[src/rtl/pe_pass_ctrl.sv]
// rtl/pe_pass_ctrl.sv - one-pass sequencer for a single PE: shape latch, start strobes, gated bus transfers
module pe_pass_ctrl #(
    parameter int PARA_WIDTH = 8,
    parameter int CNT_WIDTH  = 24
) (
    input  logic                  clk,
    input  logic                  rst,
    input  logic                  cmd_start,
    input  logic [PARA_WIDTH-1:0] cfg_S,
    input  logic [PARA_WIDTH-1:0] cfg_U,
    input  logic [PARA_WIDTH-1:0] cfg_q,
    input  logic [PARA_WIDTH-1:0] cfg_p,
    input  logic [PARA_WIDTH-1:0] cfg_num_win,
    input  logic                  cfg_psum_acc,
    output logic                  busy,
    output logic                  done,
    output logic                  cfg_err,
    output logic                  start_config,
    output logic                  start_weight_load,
    output logic                  start_feature_load,
    output logic                  start_psum_in_load,
    output logic                  load_full_cloumn,
    output logic                  psum_out_start,
    input  logic                  mac_finish,
    input  logic                  psum_acc_finish,
    input  logic                  fifo_full_filter,
    input  logic                  fifo_full_fmap,
    input  logic                  weight_bus_valid,
    input  logic                  fmap_bus_valid,
    input  logic                  psum_bus_valid,
    output logic                  weight_in_en,
    output logic                  feature_in_en,
    output logic                  psum_in_en,
    output logic [PARA_WIDTH-1:0] win_idx
);

    typedef enum logic [3:0] {
        S_IDLE, S_CFG, S_WSTRT, S_WLOAD, S_FSTRT, S_FLOAD,
        S_MACW, S_PSTRT, S_PLOAD, S_OUT, S_OUTW, S_DONE
    } state_t;

    localparam logic [CNT_WIDTH-1:0]  CNT_ONE = CNT_WIDTH'(1);
    localparam logic [PARA_WIDTH-1:0] WIN_ONE = PARA_WIDTH'(1);
    localparam logic [PARA_WIDTH-1:0] P_ZERO  = '0;

    state_t                state_q, state_d;
    logic [CNT_WIDTH-1:0]  cnt_q, cnt_d;
    logic [PARA_WIDTH-1:0] win_q, win_d;
    logic [PARA_WIDTH-1:0] num_win_q, num_win_d;
    logic                  acc_q, acc_d;
    logic [CNT_WIDTH-1:0]  w_tot_q, w_tot_d;
    logic [CNT_WIDTH-1:0]  f_full_q, f_full_d;
    logic [CNT_WIDTH-1:0]  f_win_q, f_win_d;
    logic [CNT_WIDTH-1:0]  p_tot_q, p_tot_d;
    logic                  cfg_err_q, cfg_err_d;

    logic [CNT_WIDTH-1:0]  s_ext, u_ext, q_ext, p_ext;
    logic [CNT_WIDTH-1:0]  f_tgt;
    logic [PARA_WIDTH-1:0] win_inc;
    logic                  cfg_bad;

    assign s_ext   = CNT_WIDTH'(cfg_S);
    assign u_ext   = CNT_WIDTH'(cfg_U);
    assign q_ext   = CNT_WIDTH'(cfg_q);
    assign p_ext   = CNT_WIDTH'(cfg_p);
    assign win_inc = win_q + WIN_ONE;
    // The first window loads the full q*S column; later windows only the U*q stride.
    assign f_tgt   = (win_q == P_ZERO) ? f_full_q : f_win_q;
    assign cfg_bad = (cfg_S == P_ZERO) || (cfg_q == P_ZERO) || (cfg_p == P_ZERO) ||
                     (cfg_num_win == P_ZERO) ||
                     ((cfg_U == P_ZERO) && (cfg_num_win > WIN_ONE));

    always_comb begin
        state_d       = state_q;
        cnt_d         = cnt_q;
        win_d         = win_q;
        num_win_d     = num_win_q;
        acc_d         = acc_q;
        w_tot_d       = w_tot_q;
        f_full_d      = f_full_q;
        f_win_d       = f_win_q;
        p_tot_d       = p_tot_q;
        cfg_err_d     = 1'b0;
        weight_in_en  = 1'b0;
        feature_in_en = 1'b0;
        psum_in_en    = 1'b0;

        case (state_q)
            S_IDLE: begin
                if (cmd_start) begin
                    if (cfg_bad) begin
                        cfg_err_d = 1'b1;
                    end else begin
                        num_win_d = cfg_num_win;
                        acc_d     = cfg_psum_acc;
                        w_tot_d   = p_ext * q_ext * s_ext;
                        f_full_d  = q_ext * s_ext;
                        f_win_d   = u_ext * q_ext;
                        p_tot_d   = p_ext;
                        cnt_d     = '0;
                        win_d     = '0;
                        state_d   = S_CFG;
                    end
                end
            end
            S_CFG:   state_d = S_WSTRT;
            S_WSTRT: state_d = S_WLOAD;
            S_WLOAD: begin
                weight_in_en = weight_bus_valid & ~fifo_full_filter;
                if (weight_in_en) begin
                    if (cnt_q == w_tot_q - CNT_ONE) begin
                        cnt_d   = '0;
                        state_d = S_FSTRT;
                    end else begin
                        cnt_d = cnt_q + CNT_ONE;
                    end
                end
            end
            S_FSTRT: state_d = S_FLOAD;
            S_FLOAD: begin
                feature_in_en = fmap_bus_valid & ~fifo_full_fmap;
                if (feature_in_en) begin
                    if (cnt_q == f_tgt - CNT_ONE) begin
                        cnt_d   = '0;
                        state_d = S_MACW;
                    end else begin
                        cnt_d = cnt_q + CNT_ONE;
                    end
                end
            end
            S_MACW: begin
                if (mac_finish) begin
                    state_d = acc_q ? S_PSTRT : S_OUT;
                end
            end
            S_PSTRT: state_d = S_PLOAD;
            S_PLOAD: begin
                psum_in_en = psum_bus_valid;
                if (psum_in_en) begin
                    if (cnt_q == p_tot_q - CNT_ONE) begin
                        cnt_d   = '0;
                        state_d = S_OUT;
                    end else begin
                        cnt_d = cnt_q + CNT_ONE;
                    end
                end
            end
            S_OUT:   state_d = S_OUTW;
            S_OUTW: begin
                if (psum_acc_finish) begin
                    win_d   = win_inc;
                    state_d = (win_inc == num_win_q) ? S_DONE : S_FSTRT;
                end
            end
            S_DONE:  state_d = S_IDLE;
            default: state_d = S_IDLE;
        endcase

        // A reset mid-transfer must not pop a bus word the PE will never see.
        if (rst) begin
            weight_in_en  = 1'b0;
            feature_in_en = 1'b0;
            psum_in_en    = 1'b0;
        end
    end

    always_ff @(posedge clk) begin
        if (rst) begin
            state_q   <= S_IDLE;
            cnt_q     <= '0;
            win_q     <= '0;
            num_win_q <= '0;
            acc_q     <= 1'b0;
            w_tot_q   <= '0;
            f_full_q  <= '0;
            f_win_q   <= '0;
            p_tot_q   <= '0;
            cfg_err_q <= 1'b0;
        end else begin
            state_q   <= state_d;
            cnt_q     <= cnt_d;
            win_q     <= win_d;
            num_win_q <= num_win_d;
            acc_q     <= acc_d;
            w_tot_q   <= w_tot_d;
            f_full_q  <= f_full_d;
            f_win_q   <= f_win_d;
            p_tot_q   <= p_tot_d;
            cfg_err_q <= cfg_err_d;
        end
    end

    assign busy               = (state_q != S_IDLE);
    assign done               = (state_q == S_DONE);
    assign cfg_err            = cfg_err_q;
    assign start_config       = (state_q == S_CFG);
    assign start_weight_load  = (state_q == S_WSTRT);
    assign start_feature_load = (state_q == S_FSTRT);
    assign start_psum_in_load = (state_q == S_PSTRT);
    assign psum_out_start     = (state_q == S_OUT);
    assign load_full_cloumn   = ((state_q == S_FSTRT) || (state_q == S_FLOAD)) && (win_q == P_ZERO);
    assign win_idx            = win_q;

endmodule
[config.mk]
export PLATFORM = sky130hd
export DESIGN_NAME = pe_pass_ctrl
export DESIGN_NICKNAME = d
export VERILOG_FILES = /design/src/rtl/pe_pass_ctrl.sv
export SDC_FILE = /design/constraint.sdc
export NUM_CORES = 1
export LEC_CHECK = 0
export BUFFER_PORTS_ARGS = -buffer_cell sky130_fd_sc_hd__buf_4
export CORE_ASPECT_RATIO = 1.2
export CORE_MARGIN = 2
export CORE_UTILIZATION = 45
export DETAILED_ROUTE_END_ITERATION = 12
export SLEW_MARGIN = 20
export SYNTH_ARGS = -nofsm -noshare
export SYNTH_HDL_FRONTEND = slang
export SYNTH_SLANG_ARGS = --single-unit
[constraint.sdc]
create_clock -name clk -period 7.6 [get_ports clk]
set_clock_uncertainty 0.1 [all_clocks]
set_input_delay 0.38 -clock clk [delete_from_list [all_inputs] [get_ports clk]]
set_output_delay 0.38 -clock clk [all_outputs]
set_load 0.005 [all_outputs]
Word level (Yosys, flattened, before mapping)
Cells that the tools add are included.
{"block": "totals", "input_bits": 51, "register_bits": 126, "output_inout_bits": 20}
{"block": "op_classes", "n_eq_ne": 25, "magnitude_cmp": 1, "reduce_logical": 22, "n_mul": 4, "addsub": 5, "bitwise": 7, "mux": 34}
{"op": "24-bit 2-to-1 mux", "n": 9}
{"op": "24-bit one-hot mux with 4 select lines", "n": 1}
{"op": "24-bit equality test", "n": 3}
{"op": "8-bit logical NOT", "n": 6}
{"op": "8-bit by 8-bit multiplier with 16-bit output", "n": 3}
{"op": "4-bit 2-to-1 mux", "n": 12}
{"op": "24-bit by 1-bit subtractor with 24-bit output, second input constant", "n": 2}
{"op": "4-bit one-hot mux with 11 select lines", "n": 1}
{"op": "24-bit by 1-bit adder with 24-bit output, second input constant", "n": 1}
{"op": "16-bit by 8-bit multiplier with 24-bit output", "n": 1}
{"op": "8-bit 2-to-1 mux", "n": 3}
{"op": "2-bit inequality test, second input constant", "n": 10}
{"op": "4-bit by 3-bit equality test with 1-bit output, second input constant", "n": 4}
{"op": "4-bit equality test, second input constant", "n": 4}
{"op": "8-bit one-hot mux with 2 select lines", "n": 1}
{"op": "10-bit AND reduction", "n": 1}
{"op": "8-bit by 1-bit subtractor with 9-bit output, second input constant", "n": 1}
{"op": "8-bit by 1-bit adder with 8-bit output, second input constant", "n": 1}
{"op": "4-bit by 2-bit equality test with 1-bit output, second input constant", "n": 2}
{"op": "8-bit equality test", "n": 1}
{"op": "8-bit by 1-bit > comparator with 1-bit output, second input constant", "n": 1}
{"op": "4-bit nonzero test", "n": 2}
{"op": "1-bit 2-to-1 mux", "n": 7}
{"op": "6-bit AND reduction", "n": 1}
{"op": "other kinds (10)", "n": 20}

Depth between registers and ports, before layout
Gate-level depths: netlist of run 1.
{"block": "depth", "depth_word": 8, "mapped_depth": 34, "ltp_nobuf": 33}

Worst setup path after synthesis of run 1
No wires, ideal clock.
{"block": "synth_timing", "path_kind": "input to register", "startpoint": "input port cfg_q[2]", "endpoint": "register w_tot_q[22]", "n_path_buf": 1, "stages": 33, "arrival_time_ns": 7.927, "path_slack_ns": -0.549, "required_time_ns": 7.378, "cell_sequence": "clkbuf_1 > nand2_1 > fa_1 > inv_1 > fa_1 > inv_1 > fa_1 > fa_1 > inv_1 > ha_1 > a21oi_1 > o21bai_1 > a21oi_1 > o21bai_1 > a21oi_1 > xnor2_1 > nand2_1 > fa_1 > inv_1 > fa_1 > fa_1 > inv_1 > fa_1 > inv_1 > ha_1 > nand3_1 > nand2_1 > a41oi_1 > a211oi_1 > a41o_1 > o41a_1 > and4_1 > a311o_1"}
{"block": "synth_via", "elab_chain_cells": 7}
{"element": "start, declared", "line_no": "11", "rtl": "input logic [PARA_WIDTH-1:0] cfg_q,"}
{"element": "branches (longest 7 deep; another with 16-bit by 8-bit multiplier with 24-bit output)"}
{"element": "end signal, assigned", "line_no": "185", "rtl": "w_tot_q <= w_tot_d;"}
{"element": "end, declared", "line_no": "51", "rtl": "logic [CNT_WIDTH-1:0] w_tot_q, w_tot_d;"}
Several ways; the timed one is not identified.
A chain may end at the register's enable or synchronous reset.

Final worst setup path of run 1
{"block": "layout_timing", "startpoint": "input port cfg_p[4]", "endpoint": "register w_tot_q[22]"}
{"block": "layout_via", "elab_chain_cells": 6}
{"element": "start, declared", "line_no": "12", "rtl": "input logic [PARA_WIDTH-1:0] cfg_p,"}
{"element": "branches (longest 6 deep; another with 16-bit by 8-bit multiplier with 24-bit output)"}
Several ways; the timed one is not identified.

==> out/qor.yml, run 1 <==
reg2reg_depth: 18
chipWidth_um: 184.6
max_cap_violations: 0
cp_max_fo: 5
grt_max_degree: 71
die-area_mm2: 0.04073
drc: 0
synth.top_cell.area_share_pct: 21.83
slowest_stage: "fa_1"
vias: 15549
clkLatencyLatePin_ns: 0.38
fin_crit_ns: 7.480
cts_tree: "built"
grt-ovfl-total: 0
synth_area_mm2: 0.01761
hp-start: "cfg_num_win[0]"
ys_top_cells_by_area: "fa_1, dfxtp_1, ha_1, nand2_1, and2_1"
ant_nets: 0
core_area_mm2: 0.03865
maxSlewHeadroom_pct: 31.37
synth_edf_count: 0
finalCritPeriodShare_pct: 98.42
synthArstFlopShare_pct: 0
crit_type: "primary input to flop"
startpoint: "cfg_p[4]"
fmax_mhz: 133.7
synth_nets: 2637
yosys_warnings: 0
nets: 2710
grt_usage_pct: 23.52
top_layer: "met4"
place_hpwl_mm: 36.57
cts.path.max_buffers: 2
htree_levels: 3
root_buffer: "clkbuf_16"
tightest_slew_ns: 1.023
slew_viol_final: 0
slowest_delay_ns: 0.53
setup_viol: 0
ctsHoldBuffers: 0
die_h_um: 220.7
synth_cell_type_count: 86
yosysTopAreaCell: "fa_1"
first_iter_violations: 983
cp-end-kind: "flop"
drive_above_1_share_pct: 14.17
diodes: 0
grt_pass1_wl_mm: 77.26
synth.most_common_cell: "nand2_1"
wl_mm: 46.48
fin_setup_tns_ns: 0
cp.required_ns: 7.77
crit_top_cell: "fa_1"
start_util_pct: 45.55
ff2ff_setup_slack_ns: 2.38
cts_sinks: 110
first_global_vias: 15415
yosys-top-cells-count: "nand2_1, inv_1, fa_1, and2_1, ha_1"
syn_area_per_cell_um2: 7.874
wl_met1_mm: 20.64
io_pins: 71
wire_per_inst_um: 16.37
numCtsBuffers: 9
status: "finished clean"
viasPerCell: 5.475
crit_path_start_kind: "primary input"
wl_met3_mm: 1.870
area_growth_pct: 14.00
min_path_cells: 3
antenna_found_initial: 0
ys.flop_type: "dfxtp_1"
dr.pass1.iters: 5
r2r-start: "win_idx[0]$_SDFFE_PP0P_"
layout.cells.non_filler: 2840
synthCells: 2236
hold_path_class: "primary input to flop"
hold_viol: 0
n_fill_cell: 3738
met2_length_mm: 22.41
yosysSeqAreaShare_pct: 12.51
rows: 79
rsz0062_at_grt: "yes"
place_congestion: 0.9138
path_clk_slew_ns: 0.08
portBuffers: 70
worst-endpoint-arrival_ns: 7.65
dpl.cell_count: 2811
utilization_pct: 51.93
ys_seq_elements: 110
==> worst paths after layout <==
| path | to |
|---|---|
| max | w_tot_q[22]$_SDFFE_PP0P_ |
| max reg2reg | cnt_q[18]$_SDFFE_PP0P_ |
| min reg2reg | num_win_q[1]$_SDFFE_PP0P_ |
| min | num_win_q[0]$_SDFFE_PP0P_ |
==> worst max-delay path: cells and delay by family <==
kind / cells / cell delay [ns]
compound gates: 9 / 2.18
xor+xnor: 1 / 0.07
fa+ha+maj: 9 / 3.71
buf+inv: 7 / 0.64
simple gates: 5 / 0.65
==> routing by layer <==
| metal | global-route usage [%] | vias to the layer above |
|---|---|---|
| met5 | 0 | - |
| met3 | 2.452 | 91 |
| met1 | 30.44 | 7560 |
| met4 | 9.013 | 0 |
| met2 | 40.44 | 362 |
| li1 | - | 7536 |
==> cells in the final DEF, fill, tap and decap left out, drive strengths merged, types with 6 or more instances in the layout <==
| cell type | instances |
|---|---|
| o21a | 11 |
| or3 | 14 |
| inv | 286 |
| xor2 | 29 |
| nor4 | 37 |
| a21o | 7 |
| nand4 | 15 |
| o21ai | 55 |
| nand3 | 58 |
| nor2b | 19 |
| nand2 | 325 |
| xnor2 | 86 |
| o22ai | 11 |
| and3 | 21 |
| nand2b | 18 |
| o311ai | 6 |
| nor3 | 49 |
| or4 | 9 |
| o31ai | 10 |
| dfxtp | 110 |
| a41oi | 6 |
| nor3b | 8 |
| a31oi | 6 |
| mux2i | 16 |
| and2 | 191 |
| nor2 | 105 |
| o211ai | 28 |
| o41ai | 7 |
| buf | 190 |
| o2111ai | 15 |
| fa | 192 |
| clkbuf | 10 |
| a211oi | 16 |
| a21oi | 113 |
| nand4b | 6 |
| a21boi | 6 |
| ha | 158 |
==> state kept, by name, indices dropped and copies added (netlist names) <==
signal / flops
f_win_q: 16
state_q: 4
f_full_q: 16
w_tot_q: 24
acc_q: 1
cnt_q: 24
cfg_err: 1
win_idx: 8
p_tot_q: 8
num_win_q: 8
==> layout make-up <==
class	instances	area, µm²	share of cell area [%]
clock inverters	6	47.55	0.2369
flip-flops and latches	110	2202	10.97
repair buffers	190	1495	7.450
clock buffers	10	229.0	1.141
inverters	285	1070	5.330
multi-input cells	1713	14370	71.59
well taps	526	658.1	3.279
==> repair_timing <==
action / in CTS / in global routing
setup buffers: 3 / 10
gates resized for setup: 7 / 61
setup endpoints to repair: 4 / 8
pin swaps: 19 / 56
gates cloned: 0 / 0
endpoints found under the hold margin: 0 / 0
==> through the flow <==
stage          setup slack [ns]  area (µm²)  hold WS, ns
2_1_floorplan          -0.04920       18030       0.3451
3_3_place_gp            -0.3114       19390       0.3592
3_5_place_dp            -0.5458       19390       0.3614
4_1_cts               -0.004709       19740       0.1305
5_1_grt                 -0.1220       20070       0.1412
6_report                 0.1201       20070       0.1478
==> cells by family (layout without fill, tap and decap cells) <==
kind of cell             count (synthesis)  after routing  synth area share [%]
multiplexers                            20             20                 1.165
buffers and inverters                  413            491                 9.033
adder cells (fa/ha/maj)                350            350                 33.06
AND/OR/NAND/NOR                        895            895                 25.90
AO/OA/AOI/OAI                          332            332                 12.48
flip-flops                             110            110                 12.51
XOR/XNOR                               116            116                 5.849
Power of run 1 is not shown: default switching activity piles up to over one toggle a cycle in this logic, so the estimate is an artifact.
==> run 2: changes to the inputs <==
Settings changed: GPL_TIMING_DRIVEN set to 0.
==> run 2 against run 1 <==
  * The run now ends with negative setup slack left
  * Worst hold slack improved by 0.00050 ns
  * Sequential cell count did not move
  * Die area unchanged
  * Largest cell class unchanged
  * Setup slack worse by 0.38 ns
  * Critical endpoint unchanged
==> out/qor.yml, run 2 (synthesis results as in run 1) <==
chipWidth_um: 184.6  # unchanged
viasPerCell: 5.603  # was 5.475
violations: "negative setup slack"
portBuffers: 61  # was 70
worst-endpoint-arrival_ns: 8.03  # was 7.65 ns
area_growth_pct: 16.01  # was 14.00%
antenna_found_initial: 0  # unchanged
hold_path_class: "primary input to flop"  # unchanged
die_h_um: 220.7  # unchanged
path_clk_slew_ns: 0.08  # about the same
htree_levels: 3  # unchanged
max_cap_violations: 0  # unchanged
cp_max_fo: 5  # unchanged
maxSlewHeadroom_pct: 34.76  # was 31.37%
place_congestion: 0.9130  # was 0.9138
start_util_pct: 45.55  # unchanged
r2r-start: "win_idx[2]$_SDFFE_PP0P_"  # was win_idx[0]$_SDFFE_PP0P_
grt-ovfl-total: 0  # unchanged
nets: 2754  # was 2710
cp.required_ns: 7.77  # about the same
wl_mm: 55.25  # was 46.48 mm
cts_sinks: 110  # unchanged
slowest_delay_ns: 0.56  # was 0.53 ns
fin_crit_ns: 7.862  # was 7.480 ns
finalCritPeriodShare_pct: 103.4  # was 98.42%
core_area_mm2: 0.03865  # unchanged
final_common_cell: "nand2_1"  # unchanged
slew_viol_final: 0  # unchanged
cts_tree: "built"  # unchanged
first_global_vias: 16075  # was 15415
vias: 16159  # was 15549
rsz0062_at_grt: "yes"  # unchanged
io_pins: 71  # unchanged
ant_nets: 0  # unchanged
drive_above_1_share_pct: 12.30  # was 14.17%
diodes: 0  # unchanged
cts.path.max_buffers: 2  # unchanged
layout_common_cells: "nand2_1, inv_1, fa_1, and2_1, ha_1"  # was nand2_1, inv_1, fa_1, and2_1, buf_4
n_fill_cell: 3684  # was 3738
status: "finished, violations left"  # was finished clean
utilization_pct: 52.85  # was 51.93%
drc: 0  # unchanged
die-area_mm2: 0.04073  # unchanged
rows: 79  # unchanged
post-place-ws_ns: -1.220  # was -0.5458 ns
crit_top_cell: "fa_1"  # unchanged
hold_viol: 0  # unchanged
hold-worst-slack_ns: 0.1483  # was 0.1478 ns
wire_per_inst_um: 19.16  # was 16.37 µm
crit_type: "primary input to flop"  # unchanged
hp-start: "cfg_num_win[0]"  # unchanged
root_buffer: "clkbuf_16"  # unchanged
fmax_mhz: 127.2  # was 133.7 MHz
first_iter_violations: 1070  # was 983
startpoint: "cfg_q[2]"  # was cfg_p[4]
cp-end-kind: "flop"  # unchanged
clkLatencyLatePin_ns: 0.39  # was 0.38 ns
grt_usage_pct: 27.78  # was 23.52%
numCtsBuffers: 9  # unchanged
slowest_stage: "fa_1"  # unchanged
grt_max_degree: 21  # was 71
reg_top3: "cnt_q x24, w_tot_q x24"  # unchanged
setup_viol: 6  # was 0
crit_path_start_kind: "primary input"  # unchanged
grt_pass1_wl_mm: 87.83  # was 77.26 mm
ctsHoldBuffers: 0  # unchanged
place_hpwl_mm: 43.92  # was 36.57 mm
dr.pass1.iters: 5  # unchanged
tightest_slew_ns: 0.9727  # was 1.023 ns
finalWorstSetupSlack_ns: -0.2617  # was 0.1201 ns
run 2: changes by cell type in the layout (fill, tap and decap cells not counted), moves of 5 or more:
cell / delta
a21oi_1: -5
buf_2: +8
buf_4: -84
buf_6: +8
clkbuf_1: +90
clkbuf_16: +10
clkbuf_8: +6
inv_1: -6
nor3_2: -5
xnor2_4: +6
run 2: path summary, 6_finish.rpt:
kind	cells past startpoint	end	slack, ns
worst min-delay path	3	num_win_q[0]$_SDFFE_PP0P_	0.15
worst max register to register	16	cnt_q[18]$_SDFFE_PP0P_	2.26
worst min register to register	2	num_win_q[1]$_SDFFE_PP0P_	0.37
worst max-delay path	32	w_tot_q[22]$_SDFFE_PP0P_	-0.26
run 2: what timing repair did:
action	4_1_cts	5_1_grt
pin swaps	60	57
gates resized for setup	66	63
buffers inserted	28	19
setup endpoints to repair	9	10
run 2: through the flow:
stage | setup TNS (ns) | area [µm²] | instances
global route | -2.074 | 20420 | 2884
detailed placement | -8.915 | 19150 | 2823
finish | -0.8825 | 20420 | 2884
floorplan | -0.06392 | 18030 | 2236
CTS | -0.7479 | 20040 | 2865
global placement | -8.465 | 19150 | 2823
run 2: final cells by class:
cell class / count / area [µm²] / area share (%)
plain buffers: 126 / 788.3 / 3.859
clock buffers: 10 / 239.0 / 1.170
clock inverters: 6 / 60.06 / 0.2940
inverters: 285 / 1075 / 5.262
multi-input cells: 1713 / 14500 / 71.01
flip-flops and latches: 110 / 2202 / 10.78
well taps: 526 / 658.1 / 3.222
repair buffers: 108 / 899.6 / 4.405
run 2: worst max-delay path: cells and delay by family:
kind                       cells  cell delay, ns
buffers and inverters          7            0.62
and+or+nand+nor                5            0.42
adders and majority gates     10            4.65
xor gates and xnor gates       1            0.24
AOI/OAI and AO/OA              9            1.73
run 2: routing by layer:
| layer | wire length (µm) | GRT usage [%] |
|---|---|---|
| met1 | 23200 | 34.31 |
| met2 | 27410 | 49.45 |
| met3 | 2439 | 2.995 |
| met4 | 2203 | 11.17 |
| met5 | 0 | 0 |
Power of run 2 is left out for the same reason.
==> run 3: changes to the inputs <==
Settings changed: ABC_AREA set to 1.
==> run 3 against run 2 <==
  * The flow still finishes with violations (negative setup slack)
  * Core utilization fell by 0.95 points
  * Critical path type unchanged
  * Setup slack improved by 0.12 ns
  * Sequential cell count did not move
  * Design area fell by 1.8%
  * Worst hold slack got worse by 0.014 ns
  * Die area fell by 0.13%
  * Cell count rose by 8.3%
==> out/qor.yml, run 3 <==
status: "finished, violations left"  # unchanged
violations: "negative setup slack"  # unchanged
place_congestion: 0.9037  # was 0.9130
setup_viol: 4  # was 6
numCtsBuffers: 9  # unchanged
slew_viol_final: 0  # unchanged
synth.top_cell.area_share_pct: 21.86  # was 21.83%
synthCells: 2498  # was 2236
wl_met1_mm: 21.57  # was 23.20 mm
yosys_warnings: 0  # unchanged
first_global_vias: 15805  # was 16075
vias: 15821  # was 16159
die-area_mm2: 0.04068  # was 0.04073 mm²
rows: 79  # unchanged
top_layer: "met4"  # unchanged
grt_usage_pct: 25.44  # was 27.78%
grt_pass1_wl_mm: 81.61  # was 87.83 mm
clkLatencyLatePin_ns: 0.37  # was 0.39 ns
cp.required_ns: 7.76  # was 7.77 ns
htree_levels: 3  # unchanged
met2_length_mm: 25.59  # was 27.41 mm
cts_tree: "built"  # unchanged
antenna_found_initial: 0  # unchanged
n_fill_cell: 3869  # was 3684
ant_nets: 0  # unchanged
yosysTopAreaCell: "fa_1"  # unchanged
fmax_mhz: 129.1  # was 127.2 MHz
crit_type: "primary input to flop"  # unchanged
yosysSeqAreaShare_pct: 12.52  # was 12.51%
layout.cells.non_filler: 3122  # was 2884
tightest_slew_ns: 0.9022  # was 0.9727 ns
drive_above_1_share_pct: 12.94  # was 12.30%
worst-endpoint-arrival_ns: 7.90  # was 8.03 ns
dpl.cell_count: 3065  # was 2823
grt_max_degree: 23  # was 21
hold_viol: 0  # unchanged
syn_area_per_cell_um2: 7.039  # was 7.874 µm²
wire_per_inst_um: 16.14  # was 19.16 µm
portBuffers: 41  # was 61
finalCritPeriodShare_pct: 101.9  # was 103.4%
ctsHoldBuffers: 0  # unchanged
crit_path_start_kind: "primary input"  # unchanged
io_pins: 71  # unchanged
slowest_stage: "fa_1"  # unchanged
path_clk_slew_ns: 0.09  # was 0.08 ns
nets: 2992  # was 2754
final_common_cell: "inv_1"  # was nand2_1
wl_mm: 50.40  # was 55.25 mm
hold_path_class: "primary input to flop"  # unchanged
die_h_um: 220.5  # was 220.7 µm
hp-start: "cfg_num_win[2]"  # was cfg_num_win[0]
finalWorstSetupSlack_ns: -0.1463  # was -0.2617 ns
crit_top_cell: "fa_1"  # unchanged
viasPerCell: 5.068  # was 5.603
ys_seq_elements: 110  # unchanged
cts_sinks: 110  # unchanged
wl_met3_mm: 2.067  # was 2.439 mm
cp-end-kind: "flop"  # unchanged
yosys-top-cells-count: "inv_1, nand2_1, nor2_1, fa_1, ha_1"  # was nand2_1, inv_1, fa_1, and2_1, ha_1
place_hpwl_mm: 41.19  # was 43.92 mm
chipWidth_um: 184.4  # was 184.6 µm
startpoint: "cfg_q[2]"  # unchanged
layout_common_cells: "inv_1, nand2_1, fa_1, nor2_1, ha_1"  # was nand2_1, inv_1, fa_1, and2_1, ha_1
diodes: 0  # unchanged
ys.flop_type: "dfxtp_1"  # unchanged
cts.path.max_buffers: 2  # unchanged
root_buffer: "clkbuf_16"  # unchanged
start_util_pct: 45.50  # was 45.55%
fin_crit_ns: 7.746  # was 7.862 ns
r2r-start: "win_idx[0]$_SDFFE_PP0P_"  # was win_idx[2]$_SDFFE_PP0P_
slowest_delay_ns: 0.59  # was 0.56 ns
synth_nets: 2899  # was 2637
synthArstFlopShare_pct: 0  # unchanged
max_cap_violations: 0  # unchanged
cp_max_fo: 5  # unchanged
synth_area_mm2: 0.01758  # was 0.01761 mm²
core_area_mm2: 0.03865  # unchanged
maxSlewHeadroom_pct: 39.86  # was 34.76%
ys_top_cells_by_area: "fa_1, dfxtp_1, inv_1, nand2_1, ha_1"  # was fa_1, dfxtp_1, ha_1, nand2_1, and2_1
grt-ovfl-total: 0  # unchanged
reg_top3: "cnt_q x24, w_tot_q x24"  # unchanged
area_growth_pct: 14.06  # was 16.01%
drc: 0  # unchanged
dr.pass1.iters: 5  # unchanged
rsz0062_at_grt: "yes"  # unchanged
first_iter_violations: 1131  # was 1070
synth_edf_count: 0  # unchanged
synth_cell_type_count: 56  # was 86
run 3: changes by cell type after synthesis, moves of 23 or more:
cell | previous run | this run
xnor2_1 | 86 | 36
inv_1 | 285 | 535
o21ai_0 | 50 | 93
and2_1 | 191 | 2
nor2_1 | 104 | 195
nand2_1 | 325 | 535
nand3_1 | 58 | 81
xor2_1 | 29 | 93
nor3_1 | 48 | 22
run 3: cells by family (layout without fill, tap and decap cells):
family | count (synthesis) | in the layout | synth area share (%)
adders and majority gates | 350 | 350 | 33.10
xor gates and xnor gates | 129 | 129 | 6.426
AOI/OAI and AO/OA | 289 | 289 | 9.400
and+or+nand+nor | 956 | 956 | 23.97
buffers and inverters | 664 | 762 | 14.57
DFF | 110 | 110 | 12.52
run 3: per-stage QoR:
step	worst slack, ns	area (µm²)	hold slack (ns)	TNS, ns	utilization, %
final	-0.1463	20060	0.1342	-0.4340	51.89
after global routing	-0.4200	20060	0.1360	-2.130	51.89
after CTS	-0.1359	19660	0.1264	-0.3570	50.86
after detailed placement	-1.115	18840	0.3441	-8.822	48.74
after global placement	-1.097	18840	0.3406	-9.055	48.74
after floorplan	-0.04452	17870	0.3297	-0.04452	-
run 3: layer usage:
metal | global-route usage (%) | vias up
li1 | - | 7785
met1 | 31.83 | 7618
met2 | 47.14 | 367
met3 | 1.679 | 51
met4 | 6.960 | 0
met5 | 0 | -
run 3: what timing repair did:
action | in CTS | in global routing
setup buffers | 21 | 20
pin swaps | 34 | 30
resized for setup | 78 | 65
gates cloned | 0 | 0
endpoints found under the setup margin | 10 | 11
run 3: critical path, delay by kind of cell:
kind / cells / cell delay (ns)
buf+inv: 8 / 0.62
fa+ha+maj: 10 / 4.61
xor+xnor: 2 / 0.45
simple gates: 6 / 0.41
compound gates: 10 / 1.41
run 3: area by class of cell:
type                       instances  area, µm²  area share, %
clock inverter                     7      81.33         0.4055
sequential                       110       2202          10.98
clock buffer                       9      225.2          1.123
tap                              526      658.1          3.282
multi-input combinational       1724      13330          66.49
inverter                         551       2068          10.31
timing repair buffer              82      639.4          3.188
buffer                           113      847.1          4.224
run 3: final timing paths:
check                                            endpoint  slack (ns)  depth (start not counted)
worst max-delay path             w_tot_q[21]$_SDFFE_PP0P_       -0.15                         36
worst min-delay path            num_win_q[2]$_SDFFE_PP0P_        0.13                          3
worst max register to register     cnt_q[17]$_SDFFE_PP0P_        4.06                         25
worst min register to register   f_full_q[2]$_SDFFE_PP0P_        0.36                          2
Power of run 3 is left out for the same reason.
